`src/rtl/dpram_master_pkg.sv`:
```
// Shared types and constants for the dual-port RAM burst master.
// Contents:
//   state_t       burst sequencer states
//   FIFO_DEPTH    entries in the read-return FIFO
//   FIFO_CNT_W    width of the FIFO occupancy count
//   RD_LATENCY    RAM read latency in cycles (registered read)
package dpram_master_pkg;

    typedef enum logic [2:0] {
        IDLE  = 3'd0,
        WRITE = 3'd1,
        READ  = 3'd2,
        DRAIN = 3'd3,
        DONE  = 3'd4
    } state_t;

    localparam int FIFO_DEPTH = 2;
    localparam int FIFO_CNT_W = $clog2(FIFO_DEPTH + 1);
    localparam int RD_LATENCY = 1;

endpackage

```
`src/rtl/rd_skid_fifo.sv`:
```
// Two-entry FIFO catching RAM read returns ahead of the read-data stream.
// This is the only storage for read data in the burst master.
// Ports:
//   clk, reset        clock, synchronous active-high reset
//   push, push_data   write one entry (ignored when full and not popping)
//   pop               remove the head entry (ignored when empty)
//   head              current head entry
//   count             number of valid entries (0..FIFO_DEPTH)
module rd_skid_fifo
    import dpram_master_pkg::*;
#(
    parameter int DWIDTH = 32
) (
    input  logic                  clk,
    input  logic                  reset,
    input  logic                  push,
    input  logic [DWIDTH-1:0]     push_data,
    input  logic                  pop,
    output logic [DWIDTH-1:0]     head,
    output logic [FIFO_CNT_W-1:0] count
);

    logic [DWIDTH-1:0] entry [FIFO_DEPTH];
    logic              wr_ptr;
    logic              rd_ptr;
    logic              do_push;
    logic              do_pop;

    assign do_pop  = pop && (count != '0);
    // A full FIFO may still take a push when the head leaves in the same cycle.
    assign do_push = push && ((count != FIFO_CNT_W'(FIFO_DEPTH)) || do_pop);
    assign head    = entry[rd_ptr];

    always_ff @(posedge clk) begin
        if (reset) begin
            for (int i = 0; i < FIFO_DEPTH; i++) begin
                entry[i] <= '0;
            end
            wr_ptr <= 1'b0;
            rd_ptr <= 1'b0;
            count  <= '0;
        end else begin
            if (do_push) begin
                entry[wr_ptr] <= push_data;
                wr_ptr        <= ~wr_ptr;
            end
            if (do_pop) begin
                rd_ptr <= ~rd_ptr;
            end
            case ({do_push, do_pop})
                2'b10:   count <= count + FIFO_CNT_W'(1);
                2'b01:   count <= count - FIFO_CNT_W'(1);
                default: count <= count;
            endcase
        end
    end

endmodule

```
`src/rtl/dpram_burst_master.sv`:
```
// Requester-side burst engine for one port of the dual-port RAM.
// Accepts a read/write burst command and sequences one RAM beat per cycle.
// Write beats arrive on a valid/ready stream; read beats leave on a
// valid/ready stream with full backpressure through a 2-entry FIFO.
// Build option: define DPRAM_MASTER_WRAP_CHECK_EN to reject bursts that run
// past the top of the address space (err + done pulse, no RAM access).
// Without it such bursts wrap modulo 2^AWIDTH and err is tied low.
// Ports:
//   clk, reset                         clock, synchronous active-high reset
//   cmd_valid/ready/write/addr/len     burst command handshake and fields
//   wr_valid/ready/data/byteen         write-beat stream
//   rd_valid/ready/data                read-beat stream
//   done, err                          one-cycle completion / reject pulses
//   mem_address/wren/byteen/data       RAM port drive
//   mem_out                            RAM read data (1-cycle latency)
//
// state | meaning
// IDLE  | cmd_ready high, waiting for a command
// WRITE | accepting write beats, one RAM write per accepted beat
// READ  | issuing RAM reads while FIFO credit remains
// DRAIN | all reads issued, waiting for returns to leave the FIFO
// DONE  | done pulse, back to IDLE
module dpram_burst_master
    import dpram_master_pkg::*;
#(
    parameter int AWIDTH   = 10,
    parameter int DWIDTH   = 32,
    parameter int LENWIDTH = 8
) (
    input  logic                clk,
    input  logic                reset,
    input  logic                cmd_valid,
    output logic                cmd_ready,
    input  logic                cmd_write,
    input  logic [AWIDTH-1:0]   cmd_addr,
    input  logic [LENWIDTH-1:0] cmd_len,
    input  logic                wr_valid,
    output logic                wr_ready,
    input  logic [DWIDTH-1:0]   wr_data,
    input  logic [DWIDTH/8-1:0] wr_byteen,
    output logic                rd_valid,
    input  logic                rd_ready,
    output logic [DWIDTH-1:0]   rd_data,
    output logic                done,
    output logic                err,
    output logic [AWIDTH-1:0]   mem_address,
    output logic                mem_wren,
    output logic [DWIDTH/8-1:0] mem_byteen,
    output logic [DWIDTH-1:0]   mem_data,
    input  logic [DWIDTH-1:0]   mem_out
);

    state_t                state;
    logic [AWIDTH-1:0]     addr;
    logic [LENWIDTH-1:0]   beats_left;
    logic [RD_LATENCY-1:0] rd_pipe;
    logic [FIFO_CNT_W-1:0] fifo_count;
    logic                  wr_fire;
    logic                  rd_issue;
    logic                  rd_pop;
    logic                  rd_push;

    // Gating with reset keeps a burst abandoned by reset from writing the RAM
    // in the reset cycle itself.
    assign wr_fire     = wr_ready && wr_valid && !reset;
    assign mem_wren    = wr_fire;
    assign mem_address = addr;
    assign mem_data    = wr_fire ? wr_data   : '0;
    assign mem_byteen  = wr_fire ? wr_byteen : '0;

    assign rd_valid = (fifo_count != '0);
    assign rd_pop   = rd_valid && rd_ready;
    assign rd_push  = rd_pipe[RD_LATENCY-1];

    // Credit counts FIFO entries plus reads still in the RAM; a pop in this
    // cycle frees a slot, which is what sustains one beat per cycle.
    assign rd_issue = (state == READ) &&
                      ((int'(fifo_count) + $countones(rd_pipe) - int'(rd_pop)) < FIFO_DEPTH);

    rd_skid_fifo #(.DWIDTH(DWIDTH)) u_rd_fifo (
        .clk       (clk),
        .reset     (reset),
        .push      (rd_push),
        .push_data (mem_out),
        .pop       (rd_pop),
        .head      (rd_data),
        .count     (fifo_count)
    );

`ifdef DPRAM_MASTER_WRAP_CHECK_EN
    localparam int SUM_W = ((AWIDTH > LENWIDTH) ? AWIDTH : LENWIDTH) + 1;
    logic [SUM_W-1:0] burst_end;
    logic             wrap_bad;

    assign burst_end = SUM_W'(cmd_addr) + SUM_W'(cmd_len);
    assign wrap_bad  = burst_end > (SUM_W'(1) << AWIDTH);

    always_ff @(posedge clk) begin
        if (reset) begin
            err <= 1'b0;
        end else begin
            err <= (state == IDLE) && cmd_valid && (cmd_len != '0) && wrap_bad;
        end
    end
`else
    assign err = 1'b0;
`endif

    always_ff @(posedge clk) begin
        if (reset) begin
            state      <= IDLE;
            cmd_ready  <= 1'b1;
            wr_ready   <= 1'b0;
            done       <= 1'b0;
            addr       <= '0;
            beats_left <= '0;
            rd_pipe    <= '0;
        end else begin
            done    <= 1'b0;
            rd_pipe <= RD_LATENCY'({rd_pipe, rd_issue});
            case (state)
                IDLE: begin
                    if (cmd_valid) begin
                        addr       <= cmd_addr;
                        beats_left <= cmd_len;
                        if (cmd_len == '0) begin
                            done <= 1'b1;
`ifdef DPRAM_MASTER_WRAP_CHECK_EN
                        end else if (wrap_bad) begin
                            done <= 1'b1;
`endif
                        end else if (cmd_write) begin
                            state     <= WRITE;
                            cmd_ready <= 1'b0;
                            wr_ready  <= 1'b1;
                        end else begin
                            state     <= READ;
                            cmd_ready <= 1'b0;
                        end
                    end
                end
                WRITE: begin
                    if (wr_fire) begin
                        addr       <= addr + AWIDTH'(1);
                        beats_left <= beats_left - LENWIDTH'(1);
                        if (beats_left == LENWIDTH'(1)) begin
                            state    <= DONE;
                            wr_ready <= 1'b0;
                            done     <= 1'b1;
                        end
                    end
                end
                READ: begin
                    if (rd_issue) begin
                        addr       <= addr + AWIDTH'(1);
                        beats_left <= beats_left - LENWIDTH'(1);
                        if (beats_left == LENWIDTH'(1)) begin
                            state <= DRAIN;
                        end
                    end
                end
                DRAIN: begin
                    if ((fifo_count == '0) && (rd_pipe == '0)) begin
                        state <= DONE;
                        done  <= 1'b1;
                    end
                end
                DONE: begin
                    state     <= IDLE;
                    cmd_ready <= 1'b1;
                end
                default: begin
                    state     <= IDLE;
                    cmd_ready <= 1'b1;
                    wr_ready  <= 1'b0;
                end
            endcase
        end
    end

endmodule

```
`config.mk`:
```
export PLATFORM = sky130hd
export DESIGN_NAME = dpram_burst_master
export DESIGN_NICKNAME = d
export VERILOG_FILES = /design/src/rtl/dpram_master_pkg.sv /design/src/rtl/rd_skid_fifo.sv /design/src/rtl/dpram_burst_master.sv
export SDC_FILE = /design/constraint.sdc
export NUM_CORES = 1
export LEC_CHECK = 0
export CORE_ASPECT_RATIO = 2
export CORE_MARGIN = 2
export CORE_UTILIZATION = 35
export DETAILED_ROUTE_END_ITERATION = 10
export PLACE_DENSITY_LB_ADDON = 0.25
export SLEW_MARGIN = 20
export SYNTH_ARGS = -nofsm -noshare
export SYNTH_HDL_FRONTEND = slang
export SYNTH_SLANG_ARGS = --single-unit
```
`constraint.sdc`:
```
create_clock -name clk -period 4 [get_ports clk]
set_clock_uncertainty 0.15 [all_clocks]
set_input_delay 1.2 -clock clk [delete_from_list [all_inputs] [get_ports clk]]
set_output_delay 1.2 -clock clk [all_outputs]
set_load 0.01 [all_outputs]
```
Word-level counts from Yosys, hierarchy flattened
Memories as Yosys holds them, arrays and structs flattened. A register that Yosys moved wholly into a read port is not among the register bits.
Index checks and enable logic that the tools add are counted.
{"block": "word_totals", "register_bits": 29, "out_inout_bits": 84, "ramBits": 64, "mem_count": 1, "word_cells": 106, "in_bits": 92}
{"name": "u_rd_fifo.entry", "words": 2, "width": 32, "rd": 1, "rd_clocked_by_memory_dff": 1, "write_ports": 2, "line_no": "rd_skid_fifo.sv:23", "text": "logic [DWIDTH-1:0] entry [FIFO_DEPTH];"}
{"block": "classes", "eq_ne": 16, "n_addsub": 6, "muxes": 45, "n_bitwise": 5, "n_reduce_logical": 22, "magnitude_cmp": 1}
{"cell": "$mux 32", "count": 2}
{"cell": "$reduce_or 32->1", "count": 1}
{"cell": "$mux 10", "count": 3}
{"cell": "$pmux 10 s3", "count": 1}
{"cell": "$mux 8", "count": 3}
{"cell": "$pmux 8 s3", "count": 1}
{"cell": "$mux 1", "count": 21}
{"cell": "$mux 3", "count": 7}
{"cell": "$ne 2x2->1 const B", "count": 8}
{"cell": "$pmux 3 s4", "count": 1}
{"cell": "$add 10x1->10 const B", "count": 1}
{"cell": "$eq 8x1->1 const B", "count": 1}
{"cell": "$logic_not 8->1", "count": 1}
{"cell": "$sub 8x1->8 const B", "count": 1}
{"cell": "$logic_and 1x1->1", "count": 7}
{"cell": "$reduce_and 7->1", "count": 1}
{"cell": "$eq 3x2->1 const B", "count": 2}
{"cell": "$pmux 1 s3", "count": 2}
{"cell": "$reduce_and 6->1", "count": 1}
{"cell": "$reduce_or 3->1", "count": 2}
{"cell": "$not 1->1", "count": 5}
{"cell": "$lt 4x3->1 const B", "count": 1}
{"cell": "$mux 4", "count": 1}
{"cell": "$pmux 2 s2", "count": 1}
{"cell": "other kinds (19)", "count": 20}

Depth between registers and ports, before layout
Gate-level depths: netlist (run 1).
{"block": "logic_depth", "word_depth": 10, "depth_mapped": 12, "depth_no_buf": 10}

By module
From an unflattened synthesis (run 1), not the netlist that was laid out.
{"block": "hier_totals", "cells_unflattened": 449, "hier_area_um2": 4897.2}
{"mod": "rd_skid_fifo", "seq_area_each_um2": 2021.9, "n_inst": 1, "cells_each": 195, "area_per_inst_um2": 3089.2}
{"mod": "dpram_burst_master", "seq_area_each_um2": 500.5, "n_inst": 1, "cells_each": 254, "area_per_inst_um2": 1808.0}

Worst setup path before layout (run 1)
No wires, ideal clock.
{"block": "synth_path", "path_kind": "input port to output port", "from": "input port reset", "to": "output port mem_byteen[0]", "slack_ns": 0.376, "required_time_ns": 2.650, "path_stages": 5, "arrival_time_ns": 2.274, "path_buffers": 3, "cell_sequence": "buf_6 and3b_2 clkbuf_1 clkbuf_1 and2_1"}
{"block": "synth_between", "elab_chain_cells": 3}
{"item": "start, declared", "line_no": "dpram_burst_master.sv:31", "text": "input logic reset,"}
{"item": "$logic_not 1->1", "line_no": "dpram_burst_master.sv:65", "text": "assign wr_fire = wr_ready && wr_valid && !reset;"}
{"item": "$logic_and 1x1->1", "line_no": "dpram_burst_master.sv:65"}
{"item": "named net mem_wren", "line_no": "dpram_burst_master.sv:47", "text": "output logic mem_wren,"}
{"item": "$mux 4", "line_no": "dpram_burst_master.sv:69", "text": "assign mem_byteen = wr_fire ? wr_byteen : '0;"}
{"item": "end, declared", "line_no": "dpram_burst_master.sv:48", "text": "output logic [DWIDTH/8-1:0] mem_byteen,"}
The timed path passes the listed nets, and every way through them passes these cells.

Worst setup path in the final report (run 1)
{"block": "layout_path", "from": "input port wr_valid", "to": "output port mem_wren"}
{"block": "layout_between", "elab_chain_cells": 2}
{"item": "start, declared", "line_no": "dpram_burst_master.sv:37", "text": "input logic wr_valid,"}
{"item": "$logic_and 1x1->1 (2 in a row)", "line_no": "dpram_burst_master.sv:65"}
{"item": "end, declared", "line_no": "dpram_burst_master.sv:47"}
Every way passes these cells.

==> metrics.cfg, run 1 <==
[cells_and_area]
drive_gt1_frac=0.121
n_antenna_cell=0
fillCellCount=1259
syn_to_final_growth_pct=45.5
final_nets=720
multi_input_area_um2=2190
seq_area_um2=2520
final_core_util=0.517
fin_area_um2=7110

[sta]
final.min_clock_period_ns=3.93
timing.final.ws_setup_ns=0.0735
setup_viol=0
slew_violations=0
rsz0062_at_grt=no
hold_viol_final=0
hold-worst-slack_ns=0.317
fin_crit_sh=0.982
fmax_mhz=255
worstMarginPinSlew_ns=0.870
slew_headroom=0.420
fin_setup_tns_ns=0

[status]
status=completed

[route]
dr.pass1.iters=4
drc_errors=0
antenna_left=0
vias_per_cell=5.05
vias=3953
drt_iter0_markers=141
wl_mm=11.9
wire_per_inst_um=15.3

[yosys]
synth_common_cells=and2_1, edfxtp_1, mux2_2, dfxtp_1, nand2_1
yosys_warnings=0
ys_ff_latch=94
yosysTopAreaCellShare=0.393
synth_simple_gate_area_frac=0.229
async_reset_ff_frac=0
syn-num-nets=551
synth_edf_count=64
synth-compound-area-share=0.115
synth_top_family_by_area=simple AND/OR/NAND/NOR gates
synth-seq-area-share=0.516
synth_most_common_cell=and2_1
synth_top_cell_by_area=edfxtp_1
syn_area_um2=4890
avgSynthCellArea_um2=10.8
synth-adder-area-share=0.0169
synthMuxAreaShare=0.0778
ys_types=57
syn_inst=453
synthXorXnorAreaFrac=0.00538
ys_top_cells_by_area=edfxtp_1, and2_1, dfxtp_1
ys.flop_type=edfxtp_1

[placement]
finalWeightedCongestion=0.793
io_buffers=174
hpwl_mm=8.28
pre_cts_slack_ns=-0.240
dpl_cell_area_um2=6840

[pwr]
leakagePower_nw=2.82
p_seq_frac=0.372
clock_power_share=0.257
p_comb_frac=0.371
netSwitchingFraction=0.322
irDropWorstVdd_v=0.000277
intPower_mw=2.44
power_density_nw_per_um2=506
p_sw_mw=1.16

[clock_tree]
ctsLongestPathBuffers=2
cts_resized=37
cts_setup_buffers=0
cts_root_buffer=clkbuf_16
clock_sinks=94
cts_inserted_buffers=9
h-tree-depth=3
tritoncts=yes
cts.clk_slew.worst_paths_ns=0.07
clock_latency_ns=0.33
hold_buffers=0

[floorplanning]
core_area_um2=13700
die-area_um2=15000
initial_core_util=0.356
rows=61
die_w_um=87.5
io_pins=176
die_h_um=171

[global_routing]
globalRouteOverflowTotal=0
track_usage=0.158
grt_max_degree=39
grt_pass1_wl_mm=18.5
grt_pass1_vias=3878
antenna_found_initial=0

[worst_hold_path]
hold_path.class=reg -> reg

[setup_path]
criticalPathCategory=in -> out
crit_fanout=38
worst_setup_path_start_kind=input pin
arrival_ns=2.58
worstPathRequired_ns=2.65
cp-end-kind=output port

[job]
cap_violations=0

routing by layer:
metal  global-route usage  wire length [um]  vias up
met5                    0                 0        -
li1                     -                 -     1943
met3               0.0458               868        8
met1                0.189              5090     1843
met4               0.0468               136        0
met2                0.269              5850      159
area by class of cell:
cell class | count | share of cell area
Clock buffer | 9 | 0.0317
Sequential cell | 94 | 0.355
Multi-Input combinational cell | 320 | 0.309
Tap cell | 157 | 0.0276
Clock inverter | 6 | 0.0134
Timing Repair Buffer | 189 | 0.260
Inverter | 8 | 0.00422
kinds of logic (layout without fill, tap and decap cells):
group                    count (synthesis)  in the layout
XOR/XNOR                                 3              3
other                                    1              1
adder cells (fa/ha/maj)                  6              6
flip-flops                              94             94
buffers and inverters                   39            212
multiplexers                            34             34
AO/OA/AOI/OAI                           81             81
AND/OR/NAND/NOR                        195            195
power by group through the flow:
| stage | Clock, mW | Sequential [mW] | Combinational (mW) |
|---|---|---|---|
| after floorplan | 0 | 1.33 | 0.857 |
| after global placement | 0 | 1.35 | 1.34 |
| after detailed placement | 0 | 1.36 | 1.35 |
| after CTS | 0.953 | 1.34 | 1.35 |
| after global routing | 0.982 | 1.36 | 1.47 |
| final | 0.925 | 1.34 | 1.33 |
placed cells by master, fill, tap and decap left out, types with 4 or more instances in the layout:
cell and n:
nand3_1 12, a21o_1 9, nor3_1 5, a21oi_1 25, clkbuf_16 9, buf_4 12, dlygate4sd2_1 37, nor2_1 14
o21ai_0 9, mux2_2 32, nand2_1 28, inv_1 8, edfxtp_1 64, o21ai_1 8, clkdlybuf4s50_1 137, ha_1 5
nand2b_1 10, o32ai_1 4, dfxtp_1 29, and2_1 102
per-stage QoR:
step	std cells	power (mW)
final	783	3.60
after global routing	783	3.81
after CTS	783	3.64
after detailed placement	768	2.72
after global placement	768	2.69
after floorplan	453	2.18
worst max-delay path: stages:
cell and delay (ns):
clkdlybuf4s50_1 0.45, and3b_2 0.20, buf_12 0.16, clkdlybuf4s50_1 0.56
registers in the layout, summed over array words and instances, names as in the netlist, named ones only:
| name | flops |
|---|---|
| state | 3 |
| u_rd_fifo.wr_ptr | 1 |
| beats_left | 8 |
| u_rd_fifo.rd_ptr | 1 |
| u_rd_fifo.count | 2 |
| u_rd_fifo.entry | 64 |
| mem_address | 10 |
| cmd_ready | 1 |
| done | 1 |
| wr_ready | 1 |
| rd_pipe | 1 |
path summary, 6_finish.rpt:
path / start / endpoint / slack (ns) / cells past startpoint
setup / recovery: wr_valid / mem_wren / 0.07 / 4
hold / removal: cmd_ready$_SDFFE_PP1P_ / cmd_ready$_SDFFE_PP1P_ / 0.32 / 2
hold reg to reg: cmd_ready$_SDFFE_PP1P_ / cmd_ready$_SDFFE_PP1P_ / 0.32 / 2
setup reg to reg: u_rd_fifo.count[1]$_SDFFE_PP0P_ / mem_address[8]$_SDFFE_PP0P_ / 0.89 / 11
Power figures use the tool's default switching activity.
==> run 2: changes to the inputs <==
--- a/config.mk
+++ b/config.mk
@@ -5,6 +5,7 @@
 export SDC_FILE = /design/constraint.sdc
 export NUM_CORES = 1
 export LEC_CHECK = 0
+export ABC_CLOCK_PERIOD_IN_PS = 4000
 export CORE_ASPECT_RATIO = 2
 export CORE_MARGIN = 2
 export CORE_UTILIZATION = 35
==> results of run 2 <==
No change in the layout: final DEF, timing and power equal those of run 1.
==> run 3: changes to the inputs <==
--- a/config.mk
+++ b/config.mk
@@ -7,7 +7,6 @@
 export LEC_CHECK = 0
 export ABC_CLOCK_PERIOD_IN_PS = 4000
 export CORE_ASPECT_RATIO = 2
-export CORE_MARGIN = 2
 export CORE_UTILIZATION = 35
 export DETAILED_ROUTE_END_ITERATION = 10
 export PLACE_DENSITY_LB_ADDON = 0.25
==> run 3 against run 2 <==
Hold slack improved by 0.015 ns. Clock power decreased by 8.4%. Combinational power about the same. Maximum frequency increased by 2.4%. Sequential share of layout area increased by 0.16 points. Largest power group is now combinational logic.
==> metrics.cfg, run 3 (synthesis gave the netlist of run 1 again) <==
[pwr]
power_density_nw_per_um2=497
leakagePower_nw=2.83
p_total_mw=3.52
irDropWorstVdd_v=0.000245

[route]
wl_mm=12.2
drc_errors=0
met1_length_mm=4.23
dr_wl_met2_mm=7.12
dr.pass1.iters=4
route.met3.wl_um=568
vias_per_cell=5.10
antenna_left=0
topRoutingLayerUsed=met4
wire_per_inst_um=15.6
drt_iter0_markers=121
vias=3998

[global_routing]
antenna_found_initial=0
grt_pass1_wl_mm=18.9
grt_pass1_vias=4055
globalRouteOverflowTotal=0
grt_max_degree=39
track_usage=0.169

[floorplanning]
die-area_um2=14500
die_h_um=169
io_pins=176
rows=60
initial_core_util=0.362
die_w_um=85.5
core_area_um2=13500

[setup_path]
cp.depth=5
rr_endpoint=state[1]$_SDFFE_PP0P_
crit_chain=clkdlybuf4s50_1, and3b_2, buf_12, and2_1, dlygate4sd2_1
cp-end-kind=output port
r2r_cells=10
rr_startpoint=u_rd_fifo.count[1]$_SDFFE_PP0P_
criticalPathCategory=in -> out
path_delay_family=buffers and inverters
rrSetupSlack_ns=0.94
crit_end=mem_data[17]
worstPathRequired_ns=2.65
max_stage_delay_ns=0.48
crit_start=wr_valid
worst-path-buf-inv=3
worst_setup_path_start_kind=input pin
slowest_stage=clkdlybuf4s50_1
arrival_ns=2.48
crit_fanout=38

[placement]
io_buffers=174
finalWeightedCongestion=0.828
hpwl_mm=8.94

[cells_and_area]
mostFrequentLayoutCells=clkdlybuf4s50_1, and2_1, edfxtp_1, dlygate4sd2_1, mux2_2
n_antenna_cell=0
syn_to_final_growth_pct=44.8
final_common_cell=clkdlybuf4s50_1
largest_register=u_rd_fifo.entry
drive_gt1_frac=0.124
final_nets=722
largest_register_ffs=64

[clock_tree]
cts_setup_buffers=0
cts_resized=38
cts_root_buffer=clkbuf_16
cts_inserted_buffers=9
tritoncts=yes
clock_sinks=94
clock_latency_ns=0.34
ctsLongestPathBuffers=2
cts.clk_slew.worst_paths_ns=0.07
h-tree-depth=3
hold_buffers=0

[status]
status=completed

[sta]
final.min_clock_period_ns=3.83
rsz0062_at_grt=no
fin_setup_tns_ns=0
hold_viol_final=0
setup_viol=0
slew_violations=0
hold-worst-slack_ns=0.332
slew_headroom=0.446
fmax_mhz=261
worstMarginPinSlew_ns=0.831
fin_crit_sh=0.958

[job]
cap_violations=0

[worst_hold_path]
hold_path.class=reg -> reg

## run 3: cell count changes in the layout (fill, tap and decap cells not counted), moves of 2 or more
cell       before  now
inv_8           1    3
bufinv_16       2    0
buf_12          3    1
clkinv_4        0    2
buf_4          12   16
## run 3: worst min path at each step
stage                                from                          to  slack [ns]  depth (start not counted)
3_3_place_gp   beats_left[6]$_SDFFE_PP0P_  beats_left[6]$_SDFFE_PP0P_        0.31                          2
5_1_grt        beats_left[6]$_SDFFE_PP0P_  beats_left[6]$_SDFFE_PP0P_        0.36                          2
3_5_place_dp   beats_left[7]$_SDFFE_PP0P_  beats_left[7]$_SDFFE_PP0P_        0.32                          2
6_report       beats_left[6]$_SDFFE_PP0P_  beats_left[6]$_SDFFE_PP0P_        0.33                          2
4_1_cts        beats_left[7]$_SDFFE_PP0P_  beats_left[7]$_SDFFE_PP0P_        0.33                          2
2_1_floorplan  beats_left[6]$_SDFFE_PP0P_  beats_left[6]$_SDFFE_PP0P_        0.30                          2
## run 3: per-layer routing
| metal | GRT usage | vias up |
|---|---|---|
| met4 | 0.0746 | 0 |
| met3 | 0.0332 | 16 |
| met1 | 0.155 | 1901 |
| met2 | 0.344 | 131 |
| li1 | - | 1950 |
| met5 | 0 | - |
## run 3: power breakdown
part | internal (mW) | switching, mW | leakage (nW)
logic | 0.681 | 0.660 | 1.77
registers | 1.20 | 0.129 | 0.909
clock network | 0.442 | 0.404 | 0.144
## run 3: tightest hold or removal path, stage by stage, from the launching register on
cell     delay (ns)
dfxtp_1        0.31
o21ai_1        0.06
a21oi_1        0.06
## run 3: per-stage QoR
step           area [um2]   util  setup WS (ns)  std cells
2_1_floorplan        4890      -          0.376        453
3_3_place_gp         6820  0.505         -0.220        768
3_5_place_dp         6820  0.505         -0.227        768
4_1_cts              7070  0.524          0.142        784
5_1_grt              7070  0.524         0.0881        784
6_report             7070  0.524          0.167        784
## run 3: area by class of cell
| class | count | area (um2) |
|---|---|---|
| clock buffer | 9 | 225 |
| fill | 1237 | 6440 |
| tap | 155 | 194 |
| multi-input combinational | 320 | 2190 |
| sequential | 94 | 2520 |
| timing repair buffer | 191 | 1830 |
| clock inverter | 7 | 75.1 |
| inverter | 8 | 30.0 |
